--- src/rtl/priority_encoder_host.sv ---
// priority_encoder_host
// Captures a 16-bit one-hot (or multi-hot) vector and returns its bit index,
// zero-extended to 8 bits, through a four-state enable-gated sequence.
// Also flags zero-hot / multi-hot captures, reports the population count,
// counts completed encodes and runs a 13-bit program-address counter.
module priority_encoder_host #(
    parameter logic        PRIORITY_MSB = 1'b1,
    parameter logic [7:0]  ZERO_CODE    = 8'hFF,
    parameter logic [12:0] ADDR_INIT    = 13'h0000
) (
    input  logic        clk,
    input  logic        pon_rst_i,
    input  logic [15:0] decoded_input,
    input  logic        encode_enable,
    output logic [7:0]  encoded_output,
    output logic        encode_valid,
    output logic        encode_error,
    output logic        multi_hot,
    output logic [4:0]  hot_count,
    output logic [15:0] encode_count,
    output logic [12:0] prog_adr_out
);

    typedef enum logic [1:0] {
        S_IDLE    = 2'd0,
        S_CAPTURE = 2'd1,
        S_ENCODE  = 2'd2,
        S_VALID   = 2'd3
    } state_t;

    state_t      state_r;
    state_t      next_state_s;
    logic [15:0] cap_r;
    logic [12:0] addr_r;
    logic [3:0]  index_s;
    logic [4:0]  pop_s;
    logic        zero_s;
    logic        multi_s;

    // Index of the winning set bit; the last hit in scan order wins, so the
    // scan direction selects highest-wins or lowest-wins priority.
    function automatic logic [3:0] find_index(input logic [15:0] vec,
                                              input logic       msb_first);
        logic [3:0] idx;
        idx = 4'd0;
        if (msb_first) begin
            for (int i = 0; i < 16; i++) begin
                if (vec[i]) begin
                    idx = 4'(i);
                end else begin
                    idx = idx;
                end
            end
        end else begin
            for (int i = 15; i >= 0; i--) begin
                if (vec[i]) begin
                    idx = 4'(i);
                end else begin
                    idx = idx;
                end
            end
        end
        return idx;
    endfunction

    // Number of set bits in a 16-bit vector (0..16).
    function automatic logic [4:0] pop_count(input logic [15:0] vec);
        logic [4:0] cnt;
        cnt = 5'd0;
        for (int i = 0; i < 16; i++) begin
            cnt = cnt + {4'b0000, vec[i]};
        end
        return cnt;
    endfunction

    // Result decode works only on the captured copy, never the live input.
    always_comb begin
        index_s = find_index(cap_r, PRIORITY_MSB);
        pop_s   = pop_count(cap_r);
        zero_s  = (cap_r == 16'h0000);
        multi_s = (pop_s > 5'd1);
    end

    // Next-state logic: the sequence only advances on enabled edges.
    always_comb begin
        next_state_s = state_r;
        if (encode_enable) begin
            case (state_r)
                S_IDLE:    next_state_s = S_CAPTURE;
                S_CAPTURE: next_state_s = S_ENCODE;
                S_ENCODE:  next_state_s = S_VALID;
                S_VALID:   next_state_s = S_IDLE;
                default:   next_state_s = S_IDLE;
            endcase
        end else begin
            next_state_s = state_r;
        end
    end

    // State register.
    always_ff @(posedge clk) begin
        if (pon_rst_i) begin
            state_r <= S_IDLE;
        end else begin
            state_r <= next_state_s;
        end
    end

    // Capture register, result outputs, strobe and completed-encode count.
    always_ff @(posedge clk) begin
        if (pon_rst_i) begin
            cap_r          <= 16'h0000;
            encoded_output <= 8'h00;
            encode_valid   <= 1'b0;
            encode_error   <= 1'b0;
            multi_hot      <= 1'b0;
            hot_count      <= 5'd0;
            encode_count   <= 16'h0000;
        end else if (!encode_enable) begin
            // Hold everything, but a strobe never survives a stalled edge.
            encode_valid <= 1'b0;
        end else begin
            case (state_r)
                S_IDLE: begin
                    encoded_output <= 8'h00;
                    encode_error   <= 1'b0;
                    multi_hot      <= 1'b0;
                    hot_count      <= 5'd0;
                    encode_valid   <= 1'b0;
                end
                S_CAPTURE: begin
                    cap_r        <= decoded_input;
                    encode_valid <= 1'b0;
                end
                S_ENCODE: begin
                    if (zero_s) begin
                        encoded_output <= ZERO_CODE;
                        encode_error   <= 1'b1;
                        multi_hot      <= 1'b0;
                        hot_count      <= 5'd0;
                    end else begin
                        encoded_output <= {4'h0, index_s};
                        encode_error   <= 1'b0;
                        multi_hot      <= multi_s;
                        hot_count      <= pop_s;
                    end
                    encode_valid <= 1'b1;
                end
                S_VALID: begin
                    encode_valid <= 1'b0;
                    encode_count <= encode_count + 16'd1;
                end
                default: begin
                    encode_valid <= 1'b0;
                end
            endcase
        end
    end

    // Program-address counter; the output copy lags it by one edge.
    always_ff @(posedge clk) begin
        if (pon_rst_i) begin
            addr_r       <= ADDR_INIT;
            prog_adr_out <= 13'h0000;
        end else begin
            prog_adr_out <= addr_r;
            if (encode_enable) begin
                addr_r <= addr_r + 13'd1;
            end else begin
                addr_r <= addr_r;
            end
        end
    end

endmodule

--- config.mk ---
export PLATFORM = sky130hd
export DESIGN_NAME = priority_encoder_host
export DESIGN_NICKNAME = d
export VERILOG_FILES = /design/src/rtl/priority_encoder_host.sv
export SDC_FILE = /design/constraint.sdc
export NUM_CORES = 1
export LEC_CHECK = 0
export BUFFER_PORTS_ARGS = -buffer_cell sky130_fd_sc_hd__buf_2
export CAP_MARGIN = 40
export CORE_ASPECT_RATIO = 0.75
export CORE_MARGIN = 8
export CORE_UTILIZATION = 35
export DETAILED_ROUTE_END_ITERATION = 6
export PLACE_DENSITY = 0.53
export SETUP_SLACK_MARGIN = 0.5
export SYNTH_ARGS = -nofsm -noshare
export SYNTH_HDL_FRONTEND = slang
export SYNTH_SLANG_ARGS = --single-unit
--- constraint.sdc ---
create_clock -name clk -period 4.7 [get_ports clk]
set_input_delay 0.47 -clock clk [delete_from_list [all_inputs] [get_ports clk]]
set_output_delay 0.47 -clock clk [all_outputs]
set_load 0.005 [all_outputs]
==> results.txt <==
- The number of max-slew violations in the final report is 0.
- Number of enable flip-flop cells after synthesis: 0
- Cell count after placement: 542
- Hold violation total from the final report: 0
* Routed Wire Length: roughly 7500 µm
- Top post-synthesis cells by area: sky130_fd_sc_hd__dfxtp_1 44%, sky130_fd_sc_hd__fa_1 6.1%, sky130_fd_sc_hd__ha_1 5.0%
* RSZ-0062 raised after global routing: false
- After synthesis, the share of flip-flops with an asynchronous set or reset is 0.
- For this run, design rule violations remaining after detail routing come to 0.
- At the end of the flow the core is filled with cells to 0.436.
- Root buffer cell: sky130_fd_sc_hd__clkbuf_16
* Number of setup violations in the final report: 0
- Clk slew on worst S/H paths: 0.06 ns
* Syn Std Cell Area: between 3000 and 4000 µm²
- Number of antenna-violating nets in the routed design: 0
- Horizontal die dimension: about 130 µm
- Number of antenna violations at the first check in global routing: 0
* Post-detailed-route via-to-cell ratio: roughly 4.7
- Global route total overflow: 0
- Via count of the first global-routing pass: approximately 2700
- Highest attainable clock frequency: 0.264 GHz
* Total track usage: 0.126
- Summed over all nets, the half-perimeter wirelength after detailed placement is approximately 5400 µm.
* Post-synthesis sequential area ratio: 0.440
* Run status: finished clean
- Lkg Pwr: roughly 1.7 nW
* CTS Hold Buffers Added: 0
- At the worst endpoint, the required time is 4.93 ns.
- Buffers from clock root to sink, at most: 2
- Synthesis instantiated 42 different standard cells from the library.
* Avg Synthesized Cell Area: slightly below 9 µm²
* Starting utilization of the core area: 0.361
- Gates resized during post-CTS repair numbered 0.
* Critical path launch point type: register
* Worst clock skew: 0.00817 ns
- Summed over all instances, the cell type with the most area after synthesis is sky130_fd_sc_hd__dfxtp_1.
* CTS buffer count: 9
- The H-tree was split into 3 levels.
- Maximum number of pins on one net before global-route repair: 39
- In this run the tool buffered the top-level ports with 63 buffer cells.
- Count of yosys warnings during synthesis: 0
- Final critical-path share of the clock period: 0.805
- In this run the worst path has a maximum fanout of 5.
- The share of synthesized area in the top cell type comes to 0.440.
* Period minus WS final: between 3 and 4 ns
- Max_cap viols: 0
- Cell Count, Final, Fillers Out: 558
- Final-stage net count: roughly 470
- The first detailed-routing pass took 4 iterations.
* Setup fix buffers added after clock tree synthesis: 0
- Number of clock sinks: slightly above 70
* Top flip-flop cell by instance count after synthesis: sky130_fd_sc_hd__dfxtp_1
* Worst min path class: input pin to register
- Number of design-rule violations left by the first detailed-router iteration: roughly 110
- In the post-route analysis, the smallest setup slack over all paths is 0.917 ns.
- For the pin with the worst max-slew slack, the measured transition is 0.757 ns.
* # IOs: 64
- Worst Path Arrival: between 4 and 5 ns
* Total via count in the routed design: 2625
- Synthesis produced a netlist whose cell count is approximately 370.
* Number of nets in the synthesized netlist: 409
- Measured against its own limit, the worst slew margin works out to 0.490.
- Routability-driven placement congestion ratio: about 0.8
* Standard-cell row count: 30
- Final-layout setup total negative slack: 0 ns
- Largest voltage drop on the vdd net: 142 µV
- Avg WL per Cell: ~13 µm
* Clock latency of the later-clocked register in the worst-skew pair: ~0.33 ns
- Area growth, synth to finish: 20.7%
* Die Outline Area: approximately 13000 µm²
- The critical path is of the register to register type.
* Pre-CTS setup slack: roughly 0.89 ns
- Measured along the y axis, the die boundary spans 99.8 µm.
- The repair_antennas step left the layout with diodes totalling 0.
* Seq cells post-synth: 72
- Fraction of final layout cells with drive strength greater than 1: 0.195
* TritonCTS clock tree: yes
- P per Cell Area: ~350 nW/µm²
* Critical Path End Type: register
* Cell types with the highest counts after synthesis: 72 x sky130_fd_sc_hd__dfxtp_1, 42 x sky130_fd_sc_hd__nand2_1, 33 x sky130_fd_sc_hd__nor2_1
* Wire length of the first global-routing pass: about 13000 µm
* Core ar.: 9080 µm²
- By instance count, the leading cell after synthesis is sky130_fd_sc_hd__dfxtp_1.
==> final cells by class <==
cell class                 count  area [µm²]
tap                          128         160
inverter                      32         120
fill                         922        5120
multi-input combinational    246        1640
timing repair buffer          64         323
clock buffer                  12         246
clock inverter                 4        28.8
sequential                    72        1440
==> worst paths after layout <==
kind / startpoint / to / slack, ns / cells after the start
setup / recovery: cap_r[5] / multi_hot / 0.92 / 11
hold / removal: decoded_input[12] / cap_r[12] / 0.37 / 3
setup reg to reg: cap_r[5] / multi_hot / 0.92 / 11
hold reg to reg: encoded_output[2] / encoded_output[2] / 0.44 / 1
==> state kept, by name, indices dropped and copies added (netlist names) <==
register	cells
addr_r	13
multi_hot	1
encode_count	16
hot_count	5
encode_valid	1
prog_adr_out	13
state_r	2
cap_r	16
encode_error	1
encoded_output	4
==> through the flow <==
| stage | hold WS (ns) | instance area [µm²] | total power (W) |
|---|---|---|---|
| floorplan | 0.436 | 3280 | 0.000742 |
| global placement | 0.433 | 3680 | 0.000784 |
| detailed placement | 0.436 | 3680 | 0.000786 |
| CTS | 0.361 | 3960 | 0.00142 |
| global route | 0.383 | 3960 | 0.00147 |
| finish | 0.372 | 3960 | 0.00140 |
==> logic make-up (layout without fill, tap and decap cells) <==
| family | after synthesis | after routing | synth area share |
|---|---|---|---|
| adder cells (fa/ha/maj) | 23 | 23 | 0.111 |
| multiplexers | 3 | 3 | 0.00954 |
| AO/OA/AOI/OAI | 59 | 59 | 0.113 |
| buffers and inverters | 49 | 112 | 0.0607 |
| flip-flops | 72 | 72 | 0.440 |
| AND/OR/NAND/NOR | 140 | 140 | 0.210 |
| XOR/XNOR | 21 | 21 | 0.0561 |
==> layer usage <==
layer	GRT usage	routed length, µm	share of wire	vias to the layer above
li1	-	-	-	1338
met1	0.161	3740	0.50	1226
met2	0.189	3220	0.43	50
met3	0.0456	389	0.052	11
met4	0.0519	111	0.015	0
met5	0	0	0	-
==> cell usage in the layout (no fill, tap or decap), drive strengths merged, types with 2 or more instances in the layout <==
cell type and n:
or3 3, nor4 5, a31o 3, nand4 10, buf 64, ha 13
clkinvlp 2, clkbuf 12, a21o 4, nor2b 15, nor3 7, o21ai 12
a311oi 2, a32oi 3, and3 4, nor2 33, a32o 2, a21oi 26
mux2i 2, and2 2, nand3 9, inv 33, nand2b 3, fa 10
xnor2 9, or4 2, and4 3, dfxtp 72, xor2 12, nand2 42
==> worst max-delay path, cell delays in order, from the launching register on <==
cell and delay, ns:
sky130_fd_sc_hd__dfxtp_1 0.38, sky130_fd_sc_hd__inv_1 0.09, sky130_fd_sc_hd__fa_1 0.55, sky130_fd_sc_hd__fa_1 0.44
sky130_fd_sc_hd__fa_1 0.48, sky130_fd_sc_hd__fa_1 0.49, sky130_fd_sc_hd__inv_1 0.04, sky130_fd_sc_hd__ha_1 0.21
sky130_fd_sc_hd__fa_1 0.51, sky130_fd_sc_hd__nor3_1 0.13, sky130_fd_sc_hd__o21ai_0 0.10, sky130_fd_sc_hd__a32o_1 0.25
==> report_power, final <==
part           internal, W  switching [W]  leakage [nW]
Combinational    0.0000519      0.0000813          1.01
Sequential        0.000624      0.0000122         0.582
Clock             0.000373       0.000257         0.129
(Power assumes the default switching activity.)
